File: src/rtl/set_pkg.sv
// Shared widths, host state encoding and the job descriptor layout for the
// SET host sequencer.
package set_pkg;

    localparam int CENTRAL_W = 24;
    localparam int RADIUS_W  = 12;
    localparam int MODE_W    = 2;
    localparam int CAND_W    = 8;
    localparam int TAG_W     = 4;

    // Host sequencer states: wait for work, start the engine, wait for its
    // result (or the watchdog), then hold the result for downstream.
    typedef enum logic [1:0] {
        IDLE,
        ISSUE,
        WAIT,
        OUT
    } host_state_t;

    // One queued job: operands for the engine plus the tag assigned at push.
    typedef struct packed {
        logic [TAG_W-1:0]     tag;
        logic [MODE_W-1:0]    mode;
        logic [RADIUS_W-1:0]  radius;
        logic [CENTRAL_W-1:0] central;
    } job_t;

    localparam int JOB_W = $bits(job_t);

endpackage

File: src/rtl/set_job_fifo.sv
// Job FIFO for the SET host: DEPTH entries of job_t, registered pointers and
// occupancy count, first-word fall-through head.
module set_job_fifo
    import set_pkg::*;
#(
    parameter int DEPTH = 4
) (
    input  logic clk_i,
    input  logic rst_i,
    input  logic push,
    input  logic pop,
    input  job_t wr_data,
    output logic full,
    output logic empty,
    output job_t head
);

    localparam int PTR_W = $clog2(DEPTH);
    localparam int CNT_W = $clog2(DEPTH + 1);

    job_t             mem [DEPTH];
    logic [PTR_W-1:0] wr_ptr;
    logic [PTR_W-1:0] rd_ptr;
    logic [CNT_W-1:0] count;
    logic             do_push;
    logic             do_pop;

    // Full/empty come straight from the registered count, so a pop in the
    // same cycle never opens a slot for a push that cycle.
    assign full    = (count == CNT_W'(DEPTH));
    assign empty   = (count == '0);
    assign do_push = push && !full;
    assign do_pop  = pop && !empty;
    assign head    = mem[rd_ptr];

    // Storage write.
    // NOTE: the data array is deliberately left out of reset; only pointers and
    // count need a known value, and an unreset array maps to plain RAM/flops.
    always_ff @(posedge clk_i) begin
        if (do_push) begin
            mem[wr_ptr] <= wr_data;
        end
    end

    // Pointer and occupancy bookkeeping; pointers wrap naturally at DEPTH.
    // NOTE: sequential state uses non-blocking assignments so every register
    // samples pre-edge values regardless of block ordering.
    always_ff @(posedge clk_i or posedge rst_i) begin
        if (rst_i) begin
            wr_ptr <= '0;
            rd_ptr <= '0;
            count  <= '0;
        end else begin
            if (do_push) begin
                wr_ptr <= wr_ptr + 1'b1;
            end
            if (do_pop) begin
                rd_ptr <= rd_ptr + 1'b1;
            end
            case ({do_push, do_pop})
                2'b10:   count <= count + 1'b1;
                2'b01:   count <= count - 1'b1;
                default: count <= count;
            endcase
        end
    end

endmodule

File: src/rtl/set_host.sv
// Host-side sequencer for the SET candidate-counting engine: queues jobs,
// issues them one at a time over en/busy/valid, captures the count with its
// tag, and abandons jobs whose engine never answers.
module set_host
    import set_pkg::*;
#(
    parameter int DEPTH   = 4,
    parameter int TIMEOUT = 32
) (
    input  logic                 clk_i,
    input  logic                 rst_i,
    input  logic                 job_valid_i,
    output logic                 job_ready_o,
    input  logic [CENTRAL_W-1:0] job_central_i,
    input  logic [RADIUS_W-1:0]  job_radius_i,
    input  logic [MODE_W-1:0]    job_mode_i,
    output logic                 en_o,
    output logic [CENTRAL_W-1:0] central_o,
    output logic [RADIUS_W-1:0]  radius_o,
    output logic [MODE_W-1:0]    mode_o,
    input  logic                 busy_i,
    input  logic                 valid_i,
    input  logic [CAND_W-1:0]    candidate_i,
    output logic                 res_valid_o,
    input  logic                 res_ready_i,
    output logic [CAND_W-1:0]    res_candidate_o,
    output logic [TAG_W-1:0]     res_tag_o,
    output logic                 res_err_o,
    output logic                 err_sticky_o
);

    localparam int WD_W = 6;

    host_state_t      state;
    host_state_t      state_nx;
    logic [WD_W-1:0]  wd_cnt;
    logic [TAG_W-1:0] tag_cnt;
    job_t             wr_job;
    job_t             head_job;
    logic             fifo_full;
    logic             fifo_empty;
    logic             push;
    logic             pop;
    logic             take_result;
    logic             take_timeout;

    assign job_ready_o = !fifo_full;
    assign push        = job_valid_i && !fifo_full;
    assign wr_job      = '{tag: tag_cnt, mode: job_mode_i,
                           radius: job_radius_i, central: job_central_i};

    set_job_fifo #(
        .DEPTH (DEPTH)
    ) u_fifo (
        .clk_i   (clk_i),
        .rst_i   (rst_i),
        .push    (push),
        .pop     (pop),
        .wr_data (wr_job),
        .full    (fifo_full),
        .empty   (fifo_empty),
        .head    (head_job)
    );

    // Operands mirror the FIFO head; masked while empty so reset shows zeros
    // instead of stale storage.
    assign central_o = fifo_empty ? '0 : head_job.central;
    assign radius_o  = fifo_empty ? '0 : head_job.radius;
    assign mode_o    = fifo_empty ? '0 : head_job.mode;

    assign en_o        = (state == ISSUE);
    assign res_valid_o = (state == OUT);

    // State register.
    always_ff @(posedge clk_i or posedge rst_i) begin
        if (rst_i) begin
            state <= IDLE;
        end else begin
            state <= state_nx;
        end
    end

    // Next-state logic plus the pop/capture strobes that leave WAIT.
    // NOTE: every signal written here gets a default first, so no path can
    // leave one unassigned and infer a latch.
    always_comb begin
        state_nx     = state;
        pop          = 1'b0;
        take_result  = 1'b0;
        take_timeout = 1'b0;
        unique case (state)
            IDLE: begin
                if (!fifo_empty && !busy_i) begin
                    state_nx = ISSUE;
                end
            end
            ISSUE: begin
                state_nx = WAIT;
            end
            WAIT: begin
                if (valid_i) begin
                    take_result = 1'b1;
                    pop         = 1'b1;
                    state_nx    = OUT;
                end else if (wd_cnt == WD_W'(TIMEOUT - 1)) begin
                    take_timeout = 1'b1;
                    pop          = 1'b1;
                    state_nx     = OUT;
                end
            end
            OUT: begin
                if (res_ready_i) begin
                    state_nx = IDLE;
                end
            end
            default: state_nx = IDLE;
        endcase
    end

    // Watchdog: cleared when the engine is started, counts WAIT cycles.
    always_ff @(posedge clk_i or posedge rst_i) begin
        if (rst_i) begin
            wd_cnt <= '0;
        end else if (state == ISSUE) begin
            wd_cnt <= '0;
        end else if (state == WAIT) begin
            wd_cnt <= wd_cnt + 1'b1;
        end
    end

    // Tag counter: each accepted job takes the current value, then it wraps.
    always_ff @(posedge clk_i or posedge rst_i) begin
        if (rst_i) begin
            tag_cnt <= '0;
        end else if (push) begin
            tag_cnt <= tag_cnt + 1'b1;
        end
    end

    // Result registers: loaded once per job when WAIT exits, held through OUT.
    always_ff @(posedge clk_i or posedge rst_i) begin
        if (rst_i) begin
            res_candidate_o <= '0;
            res_tag_o       <= '0;
            res_err_o       <= 1'b0;
        end else if (take_result) begin
            res_candidate_o <= candidate_i;
            res_tag_o       <= head_job.tag;
            res_err_o       <= 1'b0;
        end else if (take_timeout) begin
            res_candidate_o <= '0;
            res_tag_o       <= head_job.tag;
            res_err_o       <= 1'b1;
        end
    end

    // Sticky error: any timeout, or a result strobe arriving outside WAIT.
    always_ff @(posedge clk_i or posedge rst_i) begin
        if (rst_i) begin
            err_sticky_o <= 1'b0;
        end else if (take_timeout || (valid_i && (state != WAIT))) begin
            err_sticky_o <= 1'b1;
        end
    end

endmodule
File: config.mk
export PLATFORM = sky130hd
export DESIGN_NAME = set_host
export DESIGN_NICKNAME = d
export VERILOG_FILES = /design/src/rtl/set_pkg.sv /design/src/rtl/set_job_fifo.sv /design/src/rtl/set_host.sv
export SDC_FILE = /design/constraint.sdc
export NUM_CORES = 1
export LEC_CHECK = 0
export CAP_MARGIN = 25
export CORE_AREA = 4 4 126 128
export DETAILED_ROUTE_END_ITERATION = 16
export DIE_AREA = 0 0 130 132
export PLACE_DENSITY = 0.8
export SYNTH_ARGS = -nofsm -noshare
export SYNTH_HDL_FRONTEND = slang
export SYNTH_SLANG_ARGS = --single-unit
export TNS_END_PERCENT = 5
File: constraint.sdc
create_clock -name clk_i -period 3.1 [get_ports clk_i]
set_input_delay 0.31 -clock clk_i [delete_from_list [all_inputs] [get_ports clk_i]]
set_output_delay 0.31 -clock clk_i [all_outputs]
set_load 0.01 [all_outputs]
==> metrics <==
Clock Pin Slew Worst Setup and Hold Paths 0.06 ns; pin count of the biggest net entering global routing 39; sequential share of the synthesized area 73.14%; first-pass iteration count of the detailed router 4; Synth Register Bits 201; Comb power frac roughly 37%; Worst R2R Setup Slack about 0.42 ns; power share of the clock group 22.2%; Via density around 5.5; Final setup viols 0; crit path capture type output pin; clock latency at the later pin of the worst-skew pair around 0.48 ns; family with the most delay on the worst path buffers and inverters; Nets 613; CTS root buf clkbuf_16; clock skew 0.007399 ns; Required @ worst endpoint around 2.8 ns; final hold violation count 0; Die ar. around 17000 sq um; I/O Buffers about 110; global route overflow 0; number of buffers created by CTS 20; post-CTS setup repair buffer count 0; Vias 4153; NetSw approximately 2900 uW; area grow syn2layout 24.29%; global-route wire length before repair 24070 um; Synth top area share a little over three fifths; hold-fix buffers at CTS 0; CTS Sinks 201; ranking of synthesized cells by area edfxtp_1, mux4_2, dfrtp_1; Tmin final 2.862 ns; setup TNS 0 ns; Final Max Slew Viols 0; P_int just under 7000 uW; Critical Path AT 2.55 ns; RR Startpoint state[0]$_DFFE_PP0P_; critical-path maximum fanout 18; Core ar. around 15000 sq um; crit share post-route 92.33%; H-tree depth 1; drt drc 0; worst setup path class reg2out; register share of total power between 40% and 50%; total power about 10000 uW; syn_area_per_cell roughly 19 sq um; Final GP Congestion about 0.80; worst reg2reg endpoint u_fifo.count[2]$_DFFE_PP0P_; Hold/Removal Path Class in2async; pwr dens between 900 and 1000 nW/um^2; Post-synth EDFFs around 170; FF-to-FF path depth 11; CTS tree done; initial antenna violation count 0; status completed; Initial Utilization 54.00%; Syn Inst Count 425; yosys warns 0; RSZ-0062 raised after global routing false; CTS max path bufs 3; FFs w/ async S/R, synth between 10% and 20%; switching part of the total 29.75%; synth unique cells 45; Max rail drop VDD 0.6335 mV; Max-Cap Viols 0; Post-synth top cells edfxtp_1, mux4_2, nor2b_1; actual slew at the worst max-slew pin 0.6461 ns; Routed WL between 10000 and 15000 um; dpl hpwl roughly 9500 um; Die Wd 130 um; Resized cells post-CTS 0; layout cells sized above 1 between 10% and 20%; drt wl/cell between 20 and 25 um; Worst path slowest cell dfrtp_4; most common cell in the netlist edfxtp_1; mapped cell area 8026 sq um; die height about 130 um; Tot GR Track Use between 10% and 20%; Max Freq 349.4 MHz; CP cell instances buf_4 -> mux4_2 -> nor2b_1 -> clkdlybuf4s50_1; WP buf/inv 2; syn_nets 490; CP Launch Type register; Leakage around 0.0035 uW; area leader, netlist edfxtp_1; row count between 40 and 50; Primary FF master, synth edfxtp_1; vias in the first global route approximately 4600; Largest stage delay, worst path 0.61 ns; Rel. slew slack 56.93%; # diodes 0; 1st-iter DRT viols 248; Final ANT Viol Nets 0; # IOs 107
[per-layer routing]
metal	wire (um)	global-route usage, %	vias up
met5	0	0	-
met1	6106	23.53	2130
met3	781	3.282	20
met4	283	5.774	0
li1	-	-	1898
met2	7811	30.72	105
[logic make-up after synthesis]
group,share of synthesized area [%]
simple gates,6.734
buf+inv,1.824
compound gates,2.416
fa+ha+maj,2.120
flops,73.14
mux,12.89
xor+xnor,0.8730
[cell type report]
class,instances,area [sq um]
repair buffers,119,1209
fillers,1020,4888
flip-flops and latches,201,5876
clock inverters,8,40.04
well taps,188,235.2
inverters,10,37.54
multi-input cells,196,2021
clock buffers,27,558.0
[worst reg2reg max path, stage by stage, from the launching register on]
cell     delay, ns
dfrtp_1       0.42
inv_1         0.15
ha_1          0.26
and2_1        0.38
a21oi_1       0.14
nor2_1        0.13
ha_1          0.20
inv_1         0.06
fa_1          0.38
xor2_1        0.16
nor2_1        0.13
xor2_1        0.19
[layout by cell type (no fill, tap or decap), types with 3 or more instances in the layout]
cell type,synthesis,final
nand2b_1,3,3
mux2_2,7,7
dfrtp_1,33,31
edfxtp_1,168,168
buf_4,0,9
clkinv_1,0,5
and3_2,0,4
o21ai_0,14,14
clkbuf_16,0,21
nor2b_1,40,40
xor2_1,3,3
inv_1,10,10
ha_1,12,12
nand2_1,24,24
mux4_2,42,42
clkdlybuf4s50_1,0,106
nand3_1,3,3
nor2_1,5,5
buf_12,0,4
a21oi_1,4,4
clkbuf_1,5,5
xnor2_1,5,5
[per-stage QoR]
stage | util, % | hold WS [ns] | cell area, sq um | setup WS (ns) | cells
global placement | 63.09 | 0.4665 | 9378 | 0.6174 | 714
detailed placement | 63.09 | 0.4697 | 9378 | 0.5281 | 714
floorplan | - | 0.4089 | 8026 | 0.8571 | 425
finish | 67.11 | 0.2013 | 9976 | 0.2379 | 749
global route | 67.11 | 0.2575 | 9976 | 0.09686 | 749
CTS | 67.11 | 0.2127 | 9976 | 0.1786 | 749
[worst max path at each step]
stage,start,end,cells past startpoint
after floorplan,state[0]$_DFFE_PP0P_,u_fifo.count[2]$_DFFE_PP0P_,12
after global routing,u_fifo.rd_ptr[0]$_DFFE_PP0P_,radius_o[0],4
after CTS,u_fifo.rd_ptr[0]$_DFFE_PP0P_,radius_o[3],4
after detailed placement,valid_i,u_fifo.count[2]$_DFFE_PP0P_,10
final,u_fifo.rd_ptr[0]$_DFFE_PP0P_,central_o[20],4
after global placement,valid_i,u_fifo.count[2]$_DFFE_PP0P_,10
[flip-flops by register name, summed over array words and instances, names as in the netlist]
name	count
u_fifo.mem	168
res_candidate_o	8
wd_cnt	6
res_tag_o	4
tag_cnt	4
u_fifo.count	3
state	2
u_fifo.rd_ptr	2
u_fifo.wr_ptr	2
err_sticky_o	1
res_err_o	1
[power groups by stage]
stage,Combinational (uW),Clock [uW],Sequential [uW]
2_1_floorplan,2180,0,3940
3_3_place_gp,3610,0,4050
3_5_place_dp,3680,0,4100
4_1_cts,3720,2240,4050
5_1_grt,3960,2360,4110
6_report,3640,2200,4040
(Power assumes the default switching activity.)
